===== src/rtl/dsp_be_mlse_pkg.sv =====
// Shared types for the MLSE back-end: per-lane ALU result bundle and decision modes.
package dsp_be_mlse_pkg;

    typedef struct packed {
        logic dcomp;
        logic dxp;
        logic dxn;
        logic dpst;
        logic dpre;
    } ari_unit_t;

    typedef enum logic [1:0] {
        MODE_SLICER = 2'd0,
        MODE_DFE    = 2'd1,
        MODE_MLSE   = 2'd2,
        MODE_RSVD   = 2'd3
    } mlse_mode_e;

endpackage


===== src/rtl/dsp_be_mlse_dec_lane.sv =====
// One link of the decision-feedback chain: picks this lane's decision from the
// ALU candidates, using the previous lane's decision where the mode needs it.
module dsp_be_mlse_dec_lane
    import dsp_be_mlse_pkg::*;
(
    input  ari_unit_t  ari,
    input  logic       prev,
    input  mlse_mode_e mode,
    output logic       dec
);

    // Reserved mode falls back to the plain slicer.
    always_comb begin
        dec = ari.dcomp;
        case (mode)
            MODE_DFE:  dec = prev ? ari.dxp : ari.dxn;
            MODE_MLSE: begin
                if (ari.dxp == ari.dxn) begin
                    dec = ari.dxp;
                end else begin
                    dec = prev ? ari.dpst : ari.dpre;
                end
            end
            default:   dec = ari.dcomp;
        endcase
    end

endmodule


===== src/rtl/dsp_be_mlse_dec_chain.sv =====
// Two-stage decision resolver: registers a beat of ALU results, runs the serial
// lane chain with a carry from the previous beat, and keeps a saturating ones count.
module dsp_be_mlse_dec_chain
    import dsp_be_mlse_pkg::*;
#(
    parameter int NumLanes = 16,
    parameter int CntWidth = 16
) (
    input  logic                       i_clk,
    input  logic                       i_rst,
    input  logic                       i_vld,
    input  ari_unit_t [NumLanes-1:0]   i_ari,
    input  logic [1:0]                 i_cfg_mlse_mode,
    input  logic                       i_cnt_clr,
    output logic                       o_vld,
    output logic [NumLanes-1:0]        o_dec,
    output logic [CntWidth-1:0]        o_cnt_ones,
    output logic                       o_cnt_sat
);

    localparam int PopWidth = $clog2(NumLanes + 1);
    localparam logic [CntWidth-1:0] CntMax = '1;

    logic                     s1_vld;
    ari_unit_t [NumLanes-1:0] s1_ari;
    mlse_mode_e               s1_mode;
    logic                     r_prev;
    logic [NumLanes-1:0]      dec;
    logic [PopWidth-1:0]      pop;
    logic [CntWidth:0]        cnt_sum;

    // Mode is captured with the beat so a change lands on a beat boundary.
    always_ff @(posedge i_clk or posedge i_rst) begin
        if (i_rst) begin
            s1_vld  <= 1'b0;
            s1_ari  <= '0;
            s1_mode <= MODE_SLICER;
        end else begin
            s1_vld <= i_vld;
            if (i_vld) begin
                s1_ari  <= i_ari;
                s1_mode <= mlse_mode_e'(i_cfg_mlse_mode);
            end
        end
    end

    for (genvar i = 0; i < NumLanes; i++) begin : gen_lane
        logic lane_prev;
        logic lane_dec;

        if (i == 0) begin : g_first
            assign lane_prev = r_prev;
        end else begin : g_next
            assign lane_prev = gen_lane[i-1].lane_dec;
        end

        dsp_be_mlse_dec_lane u_lane (
            .ari  (s1_ari[i]),
            .prev (lane_prev),
            .mode (s1_mode),
            .dec  (lane_dec)
        );

        assign dec[i] = lane_dec;
    end

    // The carry only advances on valid beats, so idle gaps leave the chain intact.
    always_ff @(posedge i_clk or posedge i_rst) begin
        if (i_rst) begin
            o_vld  <= 1'b0;
            o_dec  <= '0;
            r_prev <= 1'b0;
        end else begin
            o_vld <= s1_vld;
            if (s1_vld) begin
                o_dec  <= dec;
                r_prev <= dec[NumLanes-1];
            end
        end
    end

    always_comb begin
        pop = '0;
        for (int i = 0; i < NumLanes; i++) begin
            pop = pop + PopWidth'(o_dec[i]);
        end
    end

    assign cnt_sum = {1'b0, o_cnt_ones} + (CntWidth + 1)'(pop);

    // Clear wins over accumulation; the carry-out bit of the sum flags overflow.
    always_ff @(posedge i_clk or posedge i_rst) begin
        if (i_rst) begin
            o_cnt_ones <= '0;
            o_cnt_sat  <= 1'b0;
        end else if (i_cnt_clr) begin
            o_cnt_ones <= '0;
            o_cnt_sat  <= 1'b0;
        end else if (o_vld) begin
            if (cnt_sum[CntWidth]) begin
                o_cnt_ones <= CntMax;
                o_cnt_sat  <= 1'b1;
            end else begin
                o_cnt_ones <= cnt_sum[CntWidth-1:0];
            end
        end
    end

endmodule


===== config.mk =====
export PLATFORM = sky130hd
export DESIGN_NAME = dsp_be_mlse_dec_chain
export DESIGN_NICKNAME = d
export VERILOG_FILES = /design/src/rtl/dsp_be_mlse_pkg.sv /design/src/rtl/dsp_be_mlse_dec_lane.sv /design/src/rtl/dsp_be_mlse_dec_chain.sv
export SDC_FILE = /design/constraint.sdc
export NUM_CORES = 1
export LEC_CHECK = 0
export ABC_CLOCK_PERIOD_IN_PS = 7900
export BUFFER_PORTS_ARGS = -buffer_cell sky130_fd_sc_hd__buf_2
export CORE_MARGIN = 2
export CORE_UTILIZATION = 55
export CTS_CLUSTER_DIAMETER = 100
export DETAILED_ROUTE_END_ITERATION = 6
export PLACE_DENSITY_LB_ADDON = 0.25
export SLEW_MARGIN = 20
export SYNTH_ARGS = -nofsm -noshare
export SYNTH_HDL_FRONTEND = slang
export SYNTH_SLANG_ARGS = --single-unit

===== constraint.sdc =====
create_clock -name i_clk -period 7.9 [get_ports i_clk]
set_clock_uncertainty 0.1 [all_clocks]
set_input_delay 0.79 -clock i_clk [delete_from_list [all_inputs] [get_ports i_clk]]
set_output_delay 0.79 -clock i_clk [all_outputs]
set_load 0.01 [all_outputs]

Word-level counts from Yosys, hierarchy flattened
Cells that the tools add are included.

Register bits after elaboration: 118. Bits in latches: 0. Bits in writable memories: 0. Bits in read-only memories: 0. Logic and storage cells: 194. Memories kept: 0.

Add/subtract/negate cells: 16. Multipliers: 0. Divide/modulo/power cells: 0. Order comparisons: 0. Equality and inequality tests: 18. Shifts and indexed selects: 0. Mux-type cells: 70. Bitwise operators: 0. Reduce and logical (&&, ||, !) cells: 3.

Operators by type and width (number): 5-bit by 1-bit adder with 5-bit output (11); 1-bit two-way mux (51); 16-bit two-way mux (3); 1-bit one-hot mux with 2 select lines (16); 16-bit by 5-bit adder with 17-bit output (1); 1-bit == test (16); 4-bit by 1-bit adder with 5-bit output (1); 3-bit by 1-bit adder with 4-bit output (1); 2-bit nonzero test (2); 2-bit by 1-bit adder with 3-bit output (1); 1-bit by 1-bit adder with 2-bit output (1); 2-bit by 1-bit == test with 1-bit output (second input constant) (1); 2-bit == test (second input constant) (1); 2-bit AND reduction (1).

Depth between registers and ports, before layout
Word-level depth: 48. Mapped depth: 27.

Hierarchy
A second synthesis with hierarchy kept.

Cell total of the unflattened synthesis: 543. Area, all modules: 6556.3 um2.

Modules (own cells, without submodules): dsp_be_mlse_dec_chain (times used 1, cells each 367, area an instance 5074.9 um2, sequential area each 2927.8 um2); dsp_be_mlse_dec_lane (times used 16, cells each 11, area an instance 92.6 um2, sequential area each 0.0 um2).

Worst setup path before layout
OpenSTA, ideal clock, no wires.

Path kind: register to register. Start: reg s1_mode[0]. End: reg o_dec[15]. Data arrival time: 6.593 ns. Required time: 7.669 ns. Setup slack: 1.077 ns. Cell stages (with the launch flop): 27. Path buffers: 1. Period minus slack after synthesis: 6.823 ns. Path through: dfrtp_1 > inv_1 > ha_1 > a221o_1 > a221oi_2 > nor2_1 > o221a_2 > or3b_4 > and3_4 > nor4_2 > nor3_1 > or3_1 > a31o_4 > mux2i_1 > mux2_4 > mux2i_2 > mux2_4 > or2_1 > buf_2 > a311o_1 > or4_1 > and4_1 > a221o_1 > mux2i_1 > or3_1 > a211oi_2 > o21ai_1.

Word-level cells in the longest chain between the ends: 47. Elaborated cells on any way between the ends: 63.

Ends and longest elaborated chain: start: declaration (line dsp_be_mlse_dec_chain.sv:26) `mlse_mode_e s1_mode;`; start signal: assignment (line dsp_be_mlse_dec_chain.sv:42) `s1_mode <= mlse_mode_e'(i_cfg_mlse_mode);`; 2-bit == test or 2-bit by 1-bit == test with 1-bit output (tied branches) (line dsp_be_mlse_dec_lane.sv:15) `case (mode)`; 1-bit one-hot mux with 2 select lines (line dsp_be_mlse_dec_lane.sv:15); 1-bit two-way mux (line dsp_be_mlse_dec_lane.sv:21) `dec = prev ? ari.dpst : ari.dpre;`; 1-bit two-way mux (line dsp_be_mlse_dec_lane.sv:18) `if (ari.dxp == ari.dxn) begin`; 1-bit one-hot mux with 2 select lines (line dsp_be_mlse_dec_lane.sv:15); 1-bit two-way mux (line dsp_be_mlse_dec_lane.sv:21); 1-bit two-way mux (line dsp_be_mlse_dec_lane.sv:18); 1-bit one-hot mux with 2 select lines (line dsp_be_mlse_dec_lane.sv:15); [... 31 more ...]; 1-bit two-way mux (line dsp_be_mlse_dec_lane.sv:18); 1-bit one-hot mux with 2 select lines (line dsp_be_mlse_dec_lane.sv:15); 1-bit two-way mux (line dsp_be_mlse_dec_lane.sv:21); 1-bit two-way mux (line dsp_be_mlse_dec_lane.sv:18); 1-bit one-hot mux with 2 select lines (line dsp_be_mlse_dec_lane.sv:15); 1-bit two-way mux (line dsp_be_mlse_dec_lane.sv:21); 1-bit two-way mux (line dsp_be_mlse_dec_lane.sv:18); 1-bit one-hot mux with 2 select lines * (line dsp_be_mlse_dec_lane.sv:15); end signal: assignment (line dsp_be_mlse_dec_chain.sv:71) `o_dec <= '0;`; end signal: assignment (line dsp_be_mlse_dec_chain.sv:76) `o_dec <= dec;`; end: declaration (line dsp_be_mlse_dec_chain.sv:16) `output logic [NumLanes-1:0] o_dec,`.

Mark *: on every way between the ends. The rest lies on a longest branch, timed or not. A chain may end at the register's enable or synchronous reset.

Final worst setup path
Start: reg s1_mode[1]. End: reg o_dec[15].

Same word-level chain as after synthesis.

==> out/summary.txt <==
max_cap viols -> 0
maximum clock rate -> 134 MHz
final worst-path cycle share -> 0.942
final-layout fill cell count -> 955
PwrDens -> 325 mW/mm^2
run status -> completed
most common cell after layout, fill and taps aside -> buf_2
Core Util, Final -> 0.661
Synth Cell Area -> 0.00669 mm^2
crit end category -> flip-flop
DRC errors left -> 0
metal2 WL -> 7120 um
Port Buf Inserts -> 119
# setup viols final -> 0
Synth cell types -> 72
share of cells above drive strength 1 -> 0.348
#FFs+latches synth -> 117
critical path launch point type -> flip-flop
# diodes -> 0
via/cell ratio -> 5.91
CP Max Fanout -> 10
Primary FF master, synth -> dfrtp_1
RSZ-0062 raised after global routing -> no
final hold vios -> 0
wl on met1 -> 6820 um
Area after DPL -> 0.00732 mm^2
CTS sink cnt -> 117
First DRT Iteration DRCs -> 287
initial core utilization -> 0.559
top layer in use -> met4
area grow syn2layout -> 18.2%
WP data arrival -> 7.63 ns
worst reg2reg path depth -> 25
TNS Setup -> 0 ns
fin crit period -> 7.44 ns
clk slew on worst S/H paths -> 0.05 ns
Placement Setup Slack -> 0.633 ns
initial antenna violation count -> 0
GRT Total Usage -> 0.249
Min-Delay Path Class -> primary input to async pin
reg-to-reg critical path startpoint -> s1_mode[1]
fin area -> 0.00791 mm^2
GPL Wtd Cong -> 0.936
cells after synthesis -> 630
Max IR drop VDD -> 293 uV
# rows -> 40
grt ovf -> 0
most frequent cells in the layout -> 118 x buf_2, 117 x dfrtp_1, 86 x mux2_2
via count -> 5322
number of setup buffers added after CTS -> 0
Post-DP HPWL -> 10900 um
final setup margin -> 0.461 ns
antenna-violating nets left -> 0
Chip Height -> 114 um
Max-Slew Margin vs Limit -> 0.275
die width -> 114 um
CTS tree -> yes
synthesized net count -> 738
Syn Area/Cell -> 10.6 um^2
Top-Level Pins -> 120
reg-to-reg slack, setup -> 0.46 ns
Max Slew Vio Count -> 0
vias in the first global route -> 5325
Ys Warns -> 0
Worst R2R End -> o_dec[15]
total power -> 2.57 mW
CP required -> 8.09 ns
H-tree Lvls -> 4
Routed wire per std cell -> 16.8 um
maximum root-to-sink buffer count -> 2
Num CTS Buffers -> 17
worst setup path class -> flip-flop to flip-flop
Root Driver -> clkbuf_16
leakage -> 3.61 nW
DR pass1 iterations -> 4
largest net degree at the start of global routing -> 92
worst slew pin tran -> 1.09 ns
share of synthesized registers carrying an async set or reset -> 1.00
die area -> 0.0131 mm^2
Worst-Skew Late Latency -> 0.42 ns
Final Net Count -> 849
WL met3 -> 830 um
area of the core -> 0.0120 mm^2
Post-synth EDFFs -> 0
first-pass GRT wire length -> 25600 um
final WL -> 15100 um
sequential share of the synthesized area -> 0.438
==> layout make-up <==
type	count	area [um^2]	area share
inverter	32	123	0.0155
clock inverter	10	131	0.0166
clock buffer	21	450	0.0569
tap	147	184	0.0233
timing repair buffer	123	628	0.0794
sequential	117	2930	0.370
multi-input combinational	450	3470	0.438
==> stage by stage <==
step | instances | hold slack (ns)
6_report | 900 | 0.295
5_1_grt | 900 | 0.341
4_1_cts | 900 | 0.311
3_5_place_dp | 869 | 0.391
3_3_place_gp | 869 | 0.390
2_1_floorplan | 630 | 0.323
==> power by group <==
group	internal (mW)	total, mW	switching (mW)
logic	0.505	1.05	0.542
clock network	0.498	0.761	0.262
registers	0.679	0.764	0.0844
total	1.68	2.57	0.889
==> worst max-delay path, cell delays in order, from the launching register on <==
cell and delay [ns]:
dfrtp_1 0.39, inv_1 0.08, ha_1 0.41, nor2b_1 0.24, o21ai_0 0.15, a311o_2 0.40, o22ai_1 0.16, mux2_2 0.38
and2_1 0.20, a21oi_1 0.25, o211ai_1 0.13, or3_1 0.36, a31o_4 0.25, mux2i_1 0.20, mux2_4 0.35, mux2i_2 0.35
mux2_4 0.33, or2_1 0.27, a311o_1 0.44, or4_1 0.51, and3_1 0.23, a311oi_1 0.34, nor4b_2 0.11, o31ai_1 0.36
mux2i_1 0.22, o21ai_1 0.08
==> registers in the layout, summed over array words and instances (netlist names) <==
name	cells
s1_ari	80
o_vld	1
s1_mode	2
o_dec	16
o_cnt_sat	1
s1_vld	1
o_cnt_ones	16
==> how the worst max path moves through the flow <==
stage,start,end,slack [ns],cells after the start
after floorplan,s1_mode[0],o_dec[15],1.08,26
after global placement,s1_mode[0],o_dec[15],0.86,25
after global routing,s1_mode[0],o_dec[15],0.08,25
final,s1_mode[1],o_dec[15],0.46,25
after detailed placement,s1_mode[1],o_dec[15],0.63,25
after CTS,s1_mode[1],o_dec[15],0.57,25
==> timing repair <==
action	4_1_cts	5_1_grt
gates resized for setup	0	1
hold buffers	0	0
setup endpoints to repair	0	1
==> kinds of logic (layout without fill, tap and decap cells) <==
family | count (synthesis) | in the layout | share of synthesized area
muxes | 104 | 104 | 0.174
and+or+nand+nor | 179 | 179 | 0.130
DFF | 117 | 117 | 0.438
adders and majority gates | 32 | 32 | 0.0696
AOI/OAI and AO/OA | 132 | 132 | 0.139
xor gates and xnor gates | 3 | 3 | 0.00393
buffers and inverters | 63 | 186 | 0.0453
==> routing by layer <==
layer  GRT usage  vias up
met4      0.0984        0
met3      0.0704       30
met2       0.391      155
li1            -     2522
met1       0.330     2615
met5           0        -
==> cells in the mapped netlist (all sizes together) (3+ instances only) <==
cell type | instances | area share
a211oi | 7 | 0.0086
nand2 | 50 | 0.028
a311oi | 7 | 0.0092
o21ai | 34 | 0.025
nor2b | 5 | 0.0047
buf | 12 | 0.017
nand4 | 3 | 0.0028
nand2b | 6 | 0.0056
mux2 | 89 | 0.15
a311o | 4 | 0.0064
inv | 32 | 0.018
ha | 10 | 0.019
or3 | 3 | 0.0028
a221oi | 5 | 0.0075
clkbuf | 19 | 0.011
a21o | 3 | 0.0034
or2 | 4 | 0.0037
mux2i | 15 | 0.023
and3 | 10 | 0.010
nand3 | 18 | 0.013
o311ai | 3 | 0.0051
and2 | 3 | 0.0028
o22ai | 3 | 0.0028
a21oi | 24 | 0.019
nor2 | 51 | 0.029
fa | 12 | 0.036
a22oi | 6 | 0.0067
o211ai | 6 | 0.0067
maj3 | 10 | 0.015
a31oi | 10 | 0.0094
nor4 | 4 | 0.0047
dfrtp | 117 | 0.44
o221a | 3 | 0.0050
nor3 | 11 | 0.0082
Note: power is estimated with default switching activity, not from simulation.
